## src/rtl/contador_descendente_mc.sv

```systemverilog
// contador_descendente_mc: multi-channel down counter with per-channel IDLE/RUN/DONE FSM,
//   one-shot or periodic reload, terminal-count pulse and sticky underflow flag.
// Ports:
//   clk, rst            clock and synchronous active-high reset
//   load, load_ch       load strobe and target channel (out-of-range index ignored)
//   load_value          value written to the channel's count and reload registers
//   auto_reload[i]      1 = periodic (reload on terminal count), 0 = one-shot
//   sub[i]              per-channel decrement enable
//   step                decrement amount shared by all channels
//   clear_flags         clears all underflow flags
//   count               registered counters, channel i at [i*REG_WIDTH +: REG_WIDTH]
//   zero                combinational count==0 per channel
//   tc_pulse            registered one-cycle terminal-count pulse
//   underflow           registered sticky flag: step exceeded remaining count
//   busy                any channel in RUN
module contador_descendente_mc #(
   parameter int REG_WIDTH  = 8,
   parameter int CHANNELS   = 4,
   parameter int STEP_WIDTH = 4
) (
   input  logic                          clk,
   input  logic                          rst,
   input  logic                          load,
   input  logic [3:0]                    load_ch,
   input  logic [REG_WIDTH-1:0]          load_value,
   input  logic [CHANNELS-1:0]           auto_reload,
   input  logic [CHANNELS-1:0]           sub,
   input  logic [STEP_WIDTH-1:0]         step,
   input  logic                          clear_flags,
   output logic [CHANNELS*REG_WIDTH-1:0] count,
   output logic [CHANNELS-1:0]           zero,
   output logic [CHANNELS-1:0]           tc_pulse,
   output logic [CHANNELS-1:0]           underflow,
   output logic                          busy
);
   // Comparisons run at the wider of the two widths so a step wider than the
   // counter still compares correctly as an unsigned value.
   localparam int AW = (REG_WIDTH > STEP_WIDTH) ? REG_WIDTH : STEP_WIDTH;
   typedef enum logic [1:0] {IDLE, RUN, DONE} state_t;
   logic [AW-1:0]       step_w;
   logic                step_nz;
   logic [CHANNELS-1:0] running;
   assign step_w  = AW'(step);
   assign step_nz = |step;
   assign busy    = |running;
   for (genvar c = 0; c < CHANNELS; c++) begin : ch
      state_t               st, st_nx;
      logic [REG_WIDTH-1:0] cnt, cnt_nx, rld, rld_nx;
      logic [AW-1:0]        cnt_w;
      logic                 tc_q, tc_nx, uf_q, uf_nx;
      logic                 hit, dec, term, under, run;
      assign cnt_w = AW'(cnt);
      // Indices >= CHANNELS never match any channel, so such loads are dropped.
      assign hit   = load && (load_ch == 4'(c));
      assign dec   = (st == RUN) && sub[c] && step_nz;
      assign term  = dec && (cnt_w <= step_w);
      assign under = dec && (cnt_w < step_w);
      always_ff @(posedge clk) begin
         if (rst) begin
            st   <= IDLE;
            cnt  <= '0;
            rld  <= '0;
            tc_q <= 1'b0;
            uf_q <= 1'b0;
         end else begin
            st   <= st_nx;
            cnt  <= cnt_nx;
            rld  <= rld_nx;
            tc_q <= tc_nx;
            uf_q <= uf_nx;
         end
      end
      always_comb begin
         st_nx = hit ? ((|load_value) ? RUN : DONE) :
                 (term && !auto_reload[c]) ? DONE : st;
      end
      // Load wins over a same-cycle decrement; terminal count either reloads
      // (periodic) or saturates at zero (one-shot), never wrapping.
      always_comb begin
         cnt_nx = hit  ? load_value :
                  term ? (auto_reload[c] ? rld : '0) :
                  dec  ? cnt - REG_WIDTH'(step_w) : cnt;
         rld_nx = hit ? load_value : rld;
         tc_nx  = term && !hit;
         uf_nx  = (under && !hit) || (uf_q && !clear_flags);
      end
      always_comb begin
         run = (st == RUN);
      end
      assign running[c]                          = run;
      assign zero[c]                             = (cnt == '0);
      assign tc_pulse[c]                         = tc_q;
      assign underflow[c]                        = uf_q;
      assign count[c*REG_WIDTH +: REG_WIDTH]     = cnt;
   end
endmodule

```

## config.mk

```make
export PLATFORM = sky130hd
export DESIGN_NAME = contador_descendente_mc
export DESIGN_NICKNAME = d
export VERILOG_FILES = /design/src/rtl/contador_descendente_mc.sv
export SDC_FILE = /design/constraint.sdc
export NUM_CORES = 1
export LEC_CHECK = 0
export BUFFER_PORTS_ARGS = -buffer_cell sky130_fd_sc_hd__buf_2
export CAP_MARGIN = 30
export CORE_UTILIZATION = 58
export DETAILED_ROUTE_END_ITERATION = 7
export PLACE_DENSITY = 0.81
export SETUP_SLACK_MARGIN = 0.1
export SKIP_LAST_GASP = 1
export SLEW_MARGIN = 15
export SYNTH_ARGS = -nofsm -noshare
export SYNTH_HDL_FRONTEND = slang
export SYNTH_SLANG_ARGS = --single-unit
```

## constraint.sdc

```tcl
create_clock -name clk -period 5.7 [get_ports clk]
set_input_delay 0.285 -clock clk [delete_from_list [all_inputs] [get_ports clk]]
set_output_delay 0.285 -clock clk [all_outputs]
set_load 0.01 [all_outputs]
```

# [Word-level counts from Yosys, hierarchy flattened]
# Cells that the tools add are included.
# Widths: inputs -> output; s select.
[totals] reg_bits=80 latchBits=0 mem_bits_rw=0 mem_bits_ro=0 in_bits=28 output_inout_bits=45 word_cells=129 n_memories=0
[op_classes] addsub=4 n_mul=0 div_mod_pow=0 magnitude_cmp=8 n_eq_ne=7 shift=0 muxes=25 bitwise_logic=0 reduce_logical=65
[op_table] operator="$mux 8" n=16
[op_table] operator="$logic_and 1x1->1" n=36
[op_table] operator="$le 8x4->1" n=4
[op_table] operator="$logic_not 8->1" n=4
[op_table] operator="$lt 8x4->1" n=4
[op_table] operator="$sub 8x4->8" n=4
[op_table] operator="$mux 2" n=9
[op_table] operator="$reduce_bool 3->1" n=4
[op_table] operator="$logic_not 1->1" n=9
[op_table] operator="$eq 2x1->1 const B" n=4
[op_table] operator="$eq 4x2->1 const B" n=2
[op_table] operator="$reduce_bool 2->1" n=4
[op_table] operator="$reduce_or 4->1" n=2
[op_table] operator="$reduce_or 8->1" n=1
[op_table] operator="$eq 4x1->1 const B" n=1
[op_table] operator="$logic_not 4->1" n=1
[op_table] operator="$logic_or 1x1->1" n=4

# [Depth between registers and ports, before layout]
# Gate-level depths: netlist (run 1).
[depth] ltp_word=7 depth_mapped=10 mapped_depth_nobuf=9

# [Least setup slack after synthesis (run 1)]
# Ideal clock, no wire load.
[synth_timing] path_kind="register to register" from="reg ch[3].cnt[0]" to="reg ch[3].cnt[3]" setup_ns=0.088 arrival_time_ns=2.193 t_required_ns=5.612 path_slack_ns=3.419 path_stages_with_launch=11 n_path_buf=1 period_less_slack_ns=2.281 cell_sequence="dfxtp_1 inv_1 ha_1 inv_1 fa_1 a211o_2 a31oi_4 buf_6 and4_4 a21oi_2 a311oi_2"
[synth_between] elab_chain_cells=4
[synth_lines] item="start, declared" line="48" text="logic [REG_WIDTH-1:0] cnt, cnt_nx, rld, rld_nx;"
[synth_lines] item="start signal, assigned" line="67" text="cnt <= cnt_nx;"
[synth_lines] item="$sub 8x4->8 / $le 8x4->1 (equally long branches)" line="82, 56"
[synth_lines] item="$mux 8 / $logic_and 1x1->1 (equally long branches)" line="82, 56"
[synth_lines] item="$mux 8" line="81" text="term ? (auto_reload[c] ? rld : '0) :"
[synth_lines] item="$mux 8" line="80" text="cnt_nx = hit ? load_value :"
# Several ways; a longest one is shown, not always the timed one. The select of a mux whose other input is x is not followed.
# A chain may end at the register's enable or synchronous reset.

# [Final worst setup path (run 1)]
# Ends and elaborated chain as after synthesis.

==> results, run 1 <==
- The finished layout holds ~730 standard cells, fillers aside.
- The clock root buffer master is sky130_fd_sc_hd__clkbuf_8.
- The signal on the critical path passes through inv_1 > ha_1 > inv_1 > fa_1 > a211o_2 > a31oi_4 > and4_4 > a21oi_2 > a311oi_2.
- The first global-routing pass estimated 21300 um of wire.
- In this run the biggest area consumer among cell types represents between 30% and 40% of the synthesized area.
- Buffers inserted during clock tree synthesis total 9.
- The clock tree from TritonCTS is built.
- The number of gates resized after CTS was 0.
- The vias after detailed routing is 4665.
- The leakage dissipation is approximately 2.1 nW.
- Dividing the detail-routed wire length by the instance count gives ~18 um.
- The floorplan step defined a die boundary enclosing roughly 0.0085 mm^2.
- The effective utilization at floorplan is ~60%.
- The number of placed instances, taps included, is between 700 and 800.
- For this design the total switching power over the nets is about 0.00033 W.
- Data on the critical path is required at its endpoint by slightly below 6 ns.
- The path with the worst hold slack has its endpoint at ch[2].rld[7].
- Registers are responsible for a little over 50% of the overall power.
- The total count of hold-check failures in the final report came to 0.
- The launch instance of the worst register-to-register path is ch[3].cnt[0].
- By area the synthesized netlist is led by sky130_fd_sc_hd__dfxtp_1, sky130_fd_sc_hd__nand2_1, sky130_fd_sc_hd__a21oi_1, sky130_fd_sc_hd__ha_1, sky130_fd_sc_hd__nor2_1.
- Setup repair after global routing left no endpoint under its margin.
- The fraction of power spent switching nets is 29.0%.
- The die height is approximately 92 um.
- The launching element type of the critical path is a register.
- The type of destination of the critical path is a register.
- For this run, the detailed router's first-pass iteration total came to 5.
- The final-layout worst hold slack is around 0.25 ns.
- The number of enable-type register cells in the synthesized netlist is 0.
- The maximum count of clock buffers along a single path is 2.
- In this run the core area contains 32 standard-cell rows.
- The most common flop cell mapped by yosys is sky130_fd_sc_hd__dfxtp_1.
- The tool flagged a number of max-cap violations equal to 0.
- The antenna diode count is 0.
- The clock network latency to the later pin of the worst-skew pair is ~0.35 ns.
- At the end of routability-driven placement, the weighted congestion stood at ~0.95.
- The via count of the first global-routing pass was 4358.
- In this run the mean area of a mapped cell was ~8.2 um^2.
- The final setup violation count is 0.
- For this design the top-level I/O count stands at 73.
- The number of levels in the clock H-tree is 3.
- The net count after synthesis is 624.
- The power density over the cells is 223 mW/mm^2.
- The net count of the finished layout is 667.
- The count of hold buffers inserted by post-cts repair is 0.
- The reg-to-reg setup timing slack is 3.15 ns.
- VDD sags by at most 0.136 mV.
- The worst clock skew is about 0.0071 ns.
- For this run the aggregate overflow at the end of global routing stands at 0.
- Among the stages of the critical path, the cell type that occurs most often is sky130_fd_sc_hd__inv_1.
- In this run the worst path has a maximum fanout of 11.
- The number of nets with antenna violations after detailed routing is 0.
- Sequential cells were found to cover between 30 and 40% of the synthesized design area.
- The endpoint arrival time on the critical path is 2.82 ns.
- The core region is about 0.008 mm^2.
- The area growth from synthesis to final layout is 8.98%.
- Entering global routing, the biggest net connects between 70 and 80 pins.
- In the synthesized netlist the async set-or-reset flop fraction comes to 0%.
- The delay of the slowest cell on the worst path is roughly 0.42 ns.
- The part of the total power dissipated in the clock network is 34.7%.
- The number of DRC markers in iteration 0 is 275.
- The number of fillers in the final layout is about 690.
- Wires add up to about 13000 um.
- The type of the tightest min-delay check is in -> reg.
- The number of remaining DRC errors is 0.
- The headroom to the max-slew limit is 48.9%.
- The number of port buffers is just over 70.
- Measured along the x axis, the die boundary spans slightly above 90 um.
- The synthesized netlist cell count is 576.
- The share of layout cells above drive strength 1 is ~18%.
- The internal portion of the total power is 0.000810 W.
- The transition time of the tightest slew-check pin is between 0.7 and 0.8 ns.
- The count of distinct cell types in the synthesized netlist is 80.
- After layout, the minimum clock period comes to approximately 2.6 ns.
- In the routed layout, each cell is associated on average with a via count of 6.43.
- In this run the cell area of the synthesized design comes to 0.00470 mm^2.
- Yosys printed 0 warnings.
- The initial antenna violation count is 0.
- The reg-to-reg critical path endpoint is ch[3].cnt[3].
- The combinational share of power is 14.7%.
- The path depth of the worst reg2reg path is 9.
- In this run the most critical hold path is launched from load_value[7].
- The run finished with clean final reports.
- The count of cells along the worst hold path is 3.
- The global-route usage over all layers is roughly a third.
- Total power for the finished layout comes to roughly 0.0011 W.
- Clock tree synthesis found a total of 80 sinks.
- The type of the worst setup path is reg -> reg.
- The slowest stage cell on the critical path is sky130_fd_sc_hd__fa_1.
- The number of setup buffers added after CTS is 0.
- After clock tree synthesis, the clock-pin slew on the worst setup and hold paths is 0.08 ns.
- Of all cell types, the one taking the most synthesized area is sky130_fd_sc_hd__dfxtp_1.
- Counting flops and latches in the post-synthesis netlist gives 80.
- After layout, the worst path uses about 45% of the clock period.
- The sum of negative setup slack is 0 ns.
- Once detailed placement completed, the half-perimeter wirelength came to 9120 um.
- The maximum achievable frequency is 392 MHz.
- The max-slew violation count is 0.
-- sequential cells by signal, summed over array words and instances (netlist names) --
| name | flops |
|---|---|
| ch.st | 8 |
| ch.cnt | 32 |
| ch.uf_q | 4 |
| ch.rld | 32 |
| ch.tc_q | 4 |
-- cells in the final DEF (no fill, tap or decap), drive strengths merged, types with 14 or more instances in the layout --
cell / netlist / final
nand2: 101 / 101
dfxtp: 80 / 80
buf: 23 / 74
a21oi: 55 / 55
nor2: 31 / 31
o21ai: 26 / 26
nand4: 18 / 18
inv: 16 / 16
ha: 16 / 16
nand3: 14 / 14
-- critical path, delay by kind of cell, from the launching register on --
kind / cells / cell delay [ns]
flops: 1 / 0.34
buf+inv: 2 / 0.13
compound gates: 4 / 1.09
fa+ha+maj: 2 / 0.58
simple gates: 1 / 0.32
-- area by class of cell --
| class | count | area (um^2) | area share (%) |
|---|---|---|---|
| tap | 102 | 128 | 2.49 |
| timing repair buffer | 74 | 375 | 7.33 |
| multi-input combinational | 438 | 2770 | 54.1 |
| inverter | 16 | 60.1 | 1.17 |
| sequential | 80 | 1600 | 31.3 |
| clock inverter | 5 | 31.3 | 0.611 |
| clock buffer | 11 | 151 | 2.96 |
-- Yosys cell counts, types with 5 or more instances --
| library cell | number |
|---|---|
| sky130_fd_sc_hd__clkbuf_1 | 18 |
| sky130_fd_sc_hd__a21oi_1 | 53 |
| sky130_fd_sc_hd__o21ai_0 | 22 |
| sky130_fd_sc_hd__a21o_1 | 8 |
| sky130_fd_sc_hd__nand4_1 | 17 |
| sky130_fd_sc_hd__a31oi_1 | 9 |
| sky130_fd_sc_hd__buf_2 | 5 |
| sky130_fd_sc_hd__buf_6 | 5 |
| sky130_fd_sc_hd__ha_1 | 16 |
| sky130_fd_sc_hd__nand3_1 | 12 |
| sky130_fd_sc_hd__mux2i_1 | 5 |
| sky130_fd_sc_hd__nand2b_1 | 5 |
| sky130_fd_sc_hd__nor4_1 | 12 |
| sky130_fd_sc_hd__nor2_1 | 31 |
| sky130_fd_sc_hd__inv_1 | 16 |
| sky130_fd_sc_hd__dfxtp_1 | 80 |
| sky130_fd_sc_hd__nor3_1 | 8 |
| sky130_fd_sc_hd__a41oi_1 | 9 |
| sky130_fd_sc_hd__buf_4 | 11 |
| sky130_fd_sc_hd__or4_1 | 7 |
| sky130_fd_sc_hd__and2_1 | 7 |
| sky130_fd_sc_hd__o21a_1 | 5 |
| sky130_fd_sc_hd__nor2b_1 | 8 |
| sky130_fd_sc_hd__o31a_1 | 8 |
| sky130_fd_sc_hd__a311oi_1 | 6 |
| sky130_fd_sc_hd__nand2_1 | 101 |
-- power groups by stage --
stage	Sequential, W	Clock (W)	Combinational (W)
4_1_cts	0.000578	0.000398	0.000164
3_5_place_dp	0.000591	0	0.000163
3_3_place_gp	0.000590	0	0.000159
5_1_grt	0.000579	0.000423	0.000182
6_report	0.000578	0.000396	0.000168
2_1_floorplan	0.000591	0	0.000115
-- worst max path at each step --
| stage | from | to | depth (start not counted) |
|---|---|---|---|
| 2_1_floorplan | ch[3].cnt[0] | ch[3].cnt[3] | 10 |
| 3_3_place_gp | step[0] | ch[3].cnt[3] | 9 |
| 3_5_place_dp | step[1] | ch[3].cnt[3] | 8 |
| 4_1_cts | ch[3].cnt[0] | ch[3].cnt[3] | 9 |
| 5_1_grt | ch[3].cnt[0] | ch[3].cnt[3] | 9 |
| 6_report | ch[3].cnt[0] | ch[3].cnt[3] | 9 |
-- through the flow --
stage / instance area (um^2) / setup WS, ns / utilization [%]
finish: 5120 / 3.15 / 65.9
CTS: 5120 / 3.17 / 65.9
floorplan: 4700 / 3.42 / -
global route: 5120 / 3.05 / 65.9
detailed placement: 4930 / 3.06 / 63.5
global placement: 4930 / 3.15 / 63.4
-- layer usage --
layer	part of all wire (%)	GRT usage, %
met2	48	53.8
met1	40	40.3
met4	3.7	16.7
met3	8.3	4.39
met5	0	0
-- cell families (layout without fill, tap and decap cells) --
family / after synthesis / in the layout / share of synthesized area, %
buf+inv: 58 / 106 / 6.90
mux: 7 / 7 / 1.55
flops: 80 / 80 / 34.1
simple gates: 237 / 237 / 25.5
compound gates: 168 / 168 / 24.9
fa+ha+maj: 20 / 20 / 5.97
xor+xnor: 6 / 6 / 1.12
Note: power is estimated with default switching activity, not from simulation.
==> run 2, diff against run 1 <==
ABC_AREA = 1   (was unset)
clock period = 2.58 ns   (was 5.7 ns; I/O delays follow)
==> run 2 against run 1 <==
Net effect: maximum frequency rose by 25%; critical path type unchanged; synthesized cell count rose by 29%; core utilization rose by 0.40 points; total power rose by 130%; combinational power rose to 2.6 times the previous value; global-route usage fell by 1.4 points; non-clock buffer count fell by 1; clock-buffer cell count rose by 2; sequential share of layout area fell by 1.9 points; highest routed layer unchanged; critical endpoint is now ch[2].cnt[5]; critical path depth rose by 4.
==> results, run 2 <==
- In the layout the commonest cells are sky130_fd_sc_hd__nand2_1, sky130_fd_sc_hd__inv_1, sky130_fd_sc_hd__dfxtp_1.
- The die height was 94.3 um (+2.5%).
- The transition time of the tightest slew-check pin is 0.868 ns (+0.102 ns).
- The number of levels in the clock H-tree is 3 (unchanged).
- The global-route usage over all layers came to 30.8% (-1.4 points).
- The final wirelength is 13100 um (-0.75%).
- The flow ran to the end, and the final reports show no timing, DRC or antenna violations.
- The leakage dissipation is 2.73 nW (+30%).
- The total number of nets in the final design was 847 (+27%).
- The number of DRC markers in iteration 0 came to 248 (-9.8%).
- In the synthesized netlist, the cells that appear most often are sky130_fd_sc_hd__nand2_1, sky130_fd_sc_hd__inv_1, sky130_fd_sc_hd__dfxtp_1.
- The async set or reset register ratio after synthesis was 0% (unchanged).
- The clock tree from TritonCTS is built.
- Among all flip-flop cells after synthesis, the most frequent one is sky130_fd_sc_hd__dfxtp_1.
- The share of layout cells above drive strength 1 is 16.2% (-2.3 points).
- Setup repair after global routing left no endpoint under its margin.
- The reg-to-reg setup timing slack is 0.53 ns (-2.61 ns).
- The wire length of the first global-routing pass is 21300 um (-0.29%).
- The number of enable-type register cells in the synthesized netlist was 0 (unchanged).
- The pin count of the biggest net entering global routing is 57 (-22%).
- The worst setup path is launched from a register.
- In the post-synthesis netlist, the biggest area contributors are sky130_fd_sc_hd__dfxtp_1, sky130_fd_sc_hd__nand2_1, sky130_fd_sc_hd__inv_1, sky130_fd_sc_hd__nand3_1, sky130_fd_sc_hd__a21oi_1.
- The initial antenna violation count is 0 (unchanged).
- The overall overflow remaining after global route is 0 (unchanged).
- The beginning of the worst hold path is load_value[0].
- The worst endpoint required time is 2.86 ns (-3.10 ns).
- The path depth of the worst reg2reg path was 13 (+4).
- sky130_fd_sc_hd__nand2_1 is the most common cell in the netlist.
- The number of remaining DRC errors came to 0 (unchanged).
- The area growth from synthesis to final layout is 10.3%.
- The post-CTS setup repair buffer count is 0 (unchanged).
- The slowest stage cell on the critical path is sky130_fd_sc_hd__fa_1.
- The mean post-synth cell area came to 6.65 um^2 (-18%).
- On the critical path the largest part of the delay comes from simple AND/OR/NAND/NOR gates.
- The count of cells along the worst hold path was 3 (unchanged).
- The vias after detailed routing came to 5021 (+7.6%).
- The worst-case setup margin in the final layout is 0.533 ns (-2.61 ns).
- The worst clock skew is 0.0125 ns (+0.00541 ns).
- The sum of negative setup slack is 0 ns (unchanged).
- The clock root buffer master is sky130_fd_sc_hd__clkbuf_8.
- The placer's final routability congestion estimate is 0.924 (-2.4%).
- The area of all placed cells without fillers is 0.00545 mm^2 (+6.4%).
- The x dimension of the die is 94.3 um (+2.5%).
- The power density over the cells came to 481 mW/mm^2 (+120%).
- The synthesized netlist cell count is 743 (+29%).
- The number of buffers inserted during clock tree synthesis is 9 (unchanged).
- The total half-perimeter wirelength after legalization and detailed placement is 9430 um (+3.3%).
- The path with the worst hold slack has its endpoint at ch[0].rld[0].
- The clock sink count came to 80 (unchanged).
- The share of the clock period used by the worst path after layout is 79.4% (+35 points).
- The time the final worst path needs with I/O delays and setup is 2.05 ns (-0.506 ns).
- The signal on the critical path passes through inv_1 > ha_1 > inv_1 > fa_1 > nand2_1 > nand2_1 > nand2_1 > nor2_1 > nor2_2 > nand3_1 > nand2_1 > nand2_1 > a21oi_1.
- The number of placed I/O pins came to 73 (unchanged).
- The type of the tightest min-delay check is in -> reg.
- The biggest fanout along the worst timing path is 7 (-4).
- The total area of multi-input combinational cells is 0.00274 mm^2 (-1.1%).
- The leading cell type in the layout, fill and taps excluded is sky130_fd_sc_hd__nand2_1.
- The average wire per standard cell is 14.4 um (-21%).
- The delay of the slowest cell on the worst path is 0.37 ns (-0.05 ns).
- The cell seen most often among critical-path stages is sky130_fd_sc_hd__nand2_1.
- The placement-stage worst setup slack is 0.526 ns (-2.53 ns).
- The register area share after synthesis is 32.4% (-1.7 points).
- The area of the core is 0.00822 mm^2 (+5.8%).
- The cell area after synthesis is 0.00494 mm^2 (+5.1%).
- The count of cells resized by post-cts repair is 0 (unchanged).
- The count of distinct cell types in the synthesized netlist is 36 (-55%).
- The antenna diode count is 0 (unchanged).
- The register cell area after layout is 0.00160 mm^2 (unchanged).
- The number of fillers in the final layout is 745 (+8.6%).
- The clock transition time at the flip-flop clock pins of the worst setup and hold paths is 0.09 ns (about the same).
- The net count after synthesis was 791 (+27%).
- The maximum achievable frequency is 488 MHz (+25%).
- The number of synthesis warnings is 0 (unchanged).
- The number of port buffers is 72 (unchanged).
- The effective utilization at floorplan is 60.1% (-0.37 points).
- The worst-case vdd ir drop is 0.345 mV (+150%).
- The type of destination of the critical path is a register.
- The largest registers in the layout are ch.cnt x32, ch.rld x32, ch.st x8.
- The overall die area came to 0.00889 mm^2 (+5.0%).
- The count of TritonRoute iterations in the first routing pass is 5 (unchanged).
- The share of the synthesized area in the top cell type is 32.4% (-1.7 points).
- The via count of the first global-routing pass is 4598 (+5.5%).
- The cell accounting for the most synthesized area is sky130_fd_sc_hd__dfxtp_1.
- The buffers plus inverters on the worst setup path is 2 (unchanged).
- The count of hold buffers inserted by post-cts repair is 0 (unchanged).
- The type of the worst setup path is reg -> reg.
- The number of flip-flops and latches in the synthesized netlist came to 80 (unchanged).
- In this run the critical register-to-register path is launched from ch[2].cnt[0].
- The headroom to the max-slew limit is 42.1% (-6.8 points).
- The number of nets with antenna violations after detailed routing came to 0 (unchanged).
- The total count of hold-check failures in the final report is 0 (unchanged).
- The clock network latency to the later pin of the worst-skew pair is 0.35 ns (about the same).
- The post-route total power is 0.00262 W (+130%).
- The count of maximum capacitance violations is 0 (unchanged).
- The vias per cell is 5.52 (-14%).
- The final setup violation count is 0 (unchanged).
- The area of placed instances is 0.00527 mm^2 (+6.7%).
- The maximum count of clock buffers along a single path was 2 (unchanged).
- The count of standard-cell rows is 33 (+3.1%).
- The worst register-to-register path ends at ch[2].cnt[5].
- The max-slew violation count is 0 (unchanged).
- The endpoint arrival time on the critical path came to 2.33 ns (-0.49 ns).
[run 2: changes by cell type after synthesis, sizes merged, moves of 9 or more]
cell / previous run / this run
inv: 16 / 113
or4: 9 / 0
a41oi: 9 / 0
nor2: 31 / 58
a31oi: 10 / 0
nand3: 14 / 66
nand2: 101 / 218
o21ai: 26 / 47
[run 2: through the flow]
stage / hold slack, ns / util (%) / std cells
after floorplan: 0.287 / - / 743
after global placement: 0.446 / 64.1 / 893
after detailed placement: 0.457 / 64.1 / 893
after CTS: 0.114 / 66.3 / 909
after global routing: 0.116 / 66.3 / 909
final: 0.112 / 66.3 / 909
[run 2: per-layer routing]
layer,up-vias,global-route usage [%],share of wire [%]
met3,31,4.53,6.9
li1,2484,-,-
met2,210,51.4,47
met4,0,11.8,3.0
met1,2296,39.7,43
met5,-,0,0
[run 2: kinds of logic after synthesis]
group,Yosys count,synth area share (%)
AO/OA/AOI/OAI,118,12.8
XOR/XNOR,8,1.42
adder cells (fa/ha/maj),20,5.68
buffers and inverters,141,12.1
flip-flops,80,32.4
AND/OR/NAND/NOR,376,35.6
[run 2: report_power, final]
part | total (W) | switching [W] | internal [W]
sequential | 0.00128 | 0.0000202 | 0.00126
combinational | 0.000435 | 0.000284 | 0.000151
clock | 0.000907 | 0.000458 | 0.000449
total | 0.00262 | 0.000763 | 0.00186
[run 2: worst reg2reg max path, delay by kind of cell (launching register included)]
family | cells | cell delay [ns]
compound gates | 1 | 0.12
fa+ha+maj | 2 | 0.51
buf+inv | 2 | 0.13
flops | 1 | 0.33
simple gates | 8 | 0.90
[run 2: cell type report]
type | count | area share [%]
multi-input combinational | 522 | 50.3
clock inverter | 3 | 0.781
clock buffer | 13 | 2.55
tap | 105 | 2.41
inverter | 113 | 7.79
sequential | 80 | 29.4
timing repair buffer | 73 | 6.75
[run 2: worst max path at each step]
stage,startpoint,slack (ns),cells after the start,endpoint
3_3_place_gp,step[1],0.62,12,ch[2].cnt[5]
6_report,ch[2].cnt[0],0.53,13,ch[2].cnt[5]
3_5_place_dp,step[1],0.53,12,ch[2].cnt[5]
4_1_cts,ch[2].cnt[0],0.53,13,ch[2].cnt[5]
5_1_grt,ch[2].cnt[0],0.34,13,ch[2].st[1]
2_1_floorplan,ch[3].cnt[0],0.73,13,ch[3].cnt[1]
==> run 3, diff against run 2 <==
CORE_UTILIZATION = 52   (was 58)
PLACE_DENSITY = 0.77   (was 0.81)
clock period = 1.85 ns   (was 2.58 ns; I/O delays follow)
==> run 3 against run 2 <==
Net effect: the flow now finishes with violations (setup timing); via count increased by 6.1%; flip-flop and latch count unchanged; non-clock buffer count increased by 34; clock skew decreased by 0.0057 ns; clock power increased by 54%; combinational power increased by 75%; core utilization increased by 0.66 points; maximum frequency increased by 7.8%; critical path type unchanged; global-route usage decreased by 1.1 points; sequential share of layout area decreased by 3.4 points; highest routed layer unchanged; clock-buffer cell count decreased by 2.
==> results, run 3 (same netlist as run 2, synthesis figures left out) <==
- The run finished, with violations left.
- The final reports fail on setup timing.
- The critical path is of the reg -> reg type.
- The total count of hold-check failures in the final report is 0 (unchanged).
- The number of port buffers came to 72 (unchanged).
- The sum of negative setup slack is -0.0493 ns (-0.0493 ns).
- The number of nets with antenna violations after detailed routing came to 0 (unchanged).
- The leakage dissipation is 3.01 nW (+10%).
- Tracing the worst setup path back leads to its startpoint at ch[2].cnt[0].
- The pin count of the biggest net entering global routing was 57 (unchanged).
- The type of destination of the critical path is a register.
- The time the final worst path needs with I/O delays and setup is 1.90 ns (-0.148 ns).
- The antenna diode count is 0 (unchanged).
- The final setup violation count came to 1 (+1).
- The number of placed I/O pins is 73 (unchanged).
- The total number of nets in the final design was 884 (+4.4%).
- The clock tree from TritonCTS is built.
- The headroom to the max-slew limit is 55.7% (+14 points).
- The worst-case vdd ir drop is 0.416 mV (+20%).
- The placer's final routability congestion estimate was 0.908 (-1.7%).
- The share of the clock period used by the worst path after layout came to 103% (+23 points).
- The top cell types in the final layout, fill and taps aside, are sky130_fd_sc_hd__nand2_1, sky130_fd_sc_hd__inv_1, sky130_fd_sc_hd__dfxtp_1.
- The transition time of the tightest slew-check pin is 0.665 ns (-0.204 ns).
- The area of the core came to 0.00924 mm^2 (+12%).
- Leaving out fill and tap cells, the most frequent cell in the layout is sky130_fd_sc_hd__nand2_1.
- The worst endpoint required time came to 2.06 ns (-0.80 ns).
- The effective utilization at floorplan was 53.4% (-6.7 points).
- The count of standard-cell rows is 35 (+6.1%).
- The number of remaining DRC errors is 0 (unchanged).
- The worst hold path belongs to the class in -> reg.
- The clock root buffer master is sky130_fd_sc_hd__clkbuf_8.
- The number of buffers inserted during clock tree synthesis came to 9 (unchanged).
- The count of TritonRoute iterations in the first routing pass is 5 (unchanged).
- The largest registers in the layout are ch.cnt x32, ch.rld x32, ch.st x8.
- The worst clock skew is 0.00679 ns (-0.00569 ns).
- The via count of the first global-routing pass came to 4710 (+2.4%).
- The wire length of the first global-routing pass was 23000 um (+8.4%).
- The worst-case setup margin in the final layout is -0.0493 ns (-0.582 ns).
- The final-layout worst hold slack is 0.0621 ns (-0.0498 ns).
- The number of levels in the clock H-tree is 3 (unchanged).
- The total half-perimeter wirelength after legalization and detailed placement was 9740 um (+3.3%).
- The number of DRC markers in iteration 0 is 332 (+34%).
- The final wirelength is 14900 um (+13%).
- The maximum count of clock buffers along a single path was 2 (unchanged).
- The vias per cell is 5.50 (-0.49%).
- The average wire per standard cell is 15.3 um (+6.2%).
- The worst setup path is launched from a register.
- The number of fillers in the final layout is 759 (+1.9%).
- The overall die area is 0.00989 mm^2 (+11%).
- The power density over the cells is 638 mW/mm^2 (+33%).
- The global-route usage over all layers is 29.7% (-1.1 points).
- The maximum achievable frequency came to 527 MHz (+7.8%).
- The share of layout cells above drive strength 1 came to 28.1% (+12 points).
- The launch instance of the worst register-to-register path is ch[2].cnt[0].
- The count of hold buffers inserted by post-cts repair is 0 (unchanged).
- The count of maximum capacitance violations is 0 (unchanged).
- The die height came to 99.4 um (+5.5%).
- The max-slew violation count is 0 (unchanged).
- The clock sink count is 80 (unchanged).
- The overall overflow remaining after global route is 0 (unchanged).
- The biggest fanout along the worst timing path is 3 (-4).
- The area growth from synthesis to final layout is 25.3%.
- The vias after detailed routing is 5326 (+6.1%).
- The clock transition time at the flip-flop clock pins of the worst setup and hold paths is 0.08 ns (about the same).
- The clock network latency to the later pin of the worst-skew pair is 0.36 ns (about the same).
- Setup repair after global routing could not meet its margin everywhere.
- The x dimension of the die is 99.4 um (+5.5%).
- The initial antenna violation count came to 0 (unchanged).
- The endpoint arrival time on the critical path was 2.11 ns (-0.22 ns).
- The post-route total power is 0.00394 W (+51%).
- The worst hold path begins at load_value[0].
run 3: layout make-up:
class | count | area [um^2] | share of cell area, %
Sequential cell | 80 | 1610 | 26.0
Timing Repair Buffer | 107 | 671 | 10.8
Tap cell | 129 | 161 | 2.61
Clock buffer | 11 | 131 | 2.12
Inverter | 113 | 429 | 6.94
Clock inverter | 4 | 70.1 | 1.13
Multi-Input combinational cell | 525 | 3120 | 50.4
run 3: worst max-delay path: stages (launching register included):
cell and delay (ns):
sky130_fd_sc_hd__dfxtp_2 0.33, sky130_fd_sc_hd__inv_2 0.07, sky130_fd_sc_hd__ha_4 0.14, sky130_fd_sc_hd__inv_4 0.04
sky130_fd_sc_hd__fa_2 0.35, sky130_fd_sc_hd__nand2_2 0.10, sky130_fd_sc_hd__nand2_4 0.07, sky130_fd_sc_hd__nand2_4 0.10
sky130_fd_sc_hd__nor2_4 0.05, sky130_fd_sc_hd__nor2_4 0.10, sky130_fd_sc_hd__buf_6 0.13, sky130_fd_sc_hd__nor2_2 0.04
sky130_fd_sc_hd__o21ai_1 0.15, sky130_fd_sc_hd__a21oi_1 0.09
run 3: per-stage QoR:
step                      std cells  setup WS [ns]  cell area [um^2]  utilization, %
after floorplan                 743          0.100              4970               -
after global placement          935        -0.0292              5480            59.3
after detailed placement        935         -0.103              5480            59.3
after CTS                       962         0.0233              5940            64.3
after global routing            969         -0.132              6190            66.9
final                           969        -0.0493              6190            66.9
run 3: per-layer routing:
metal	vias to the layer above	GRT usage (%)	wire length (um)
met2	246	48.5	6990
met5	-	0	0
li1	2577	-	-
met3	50	4.36	1240
met4	0	15.5	655
met1	2453	38.2	5980
run 3: repair_timing:
action                                  4_1_cts  5_1_grt
setup buffers                                11        5
endpoints found under the setup margin       42       42
endpoints found under the hold margin         0        0
gates resized for setup                      52       41
cloned                                        1        2
pin swaps                                    21       26
run 3: report_power, final:
part	internal, W	total (W)	switching, W
clock	0.000750	0.00140	0.000650
combinational	0.000291	0.000762	0.000471
sequential	0.00175	0.00178	0.0000284
total	0.00280	0.00394	0.00115
run 3: final timing paths:
path,end,slack [ns],depth (start not counted)
setup / recovery,ch[2].cnt[0],-0.05,13
hold / removal,ch[0].rld[0],0.06,3
setup reg to reg,ch[2].cnt[0],-0.05,13
hold reg to reg,ch[1].rld[3],0.47,2
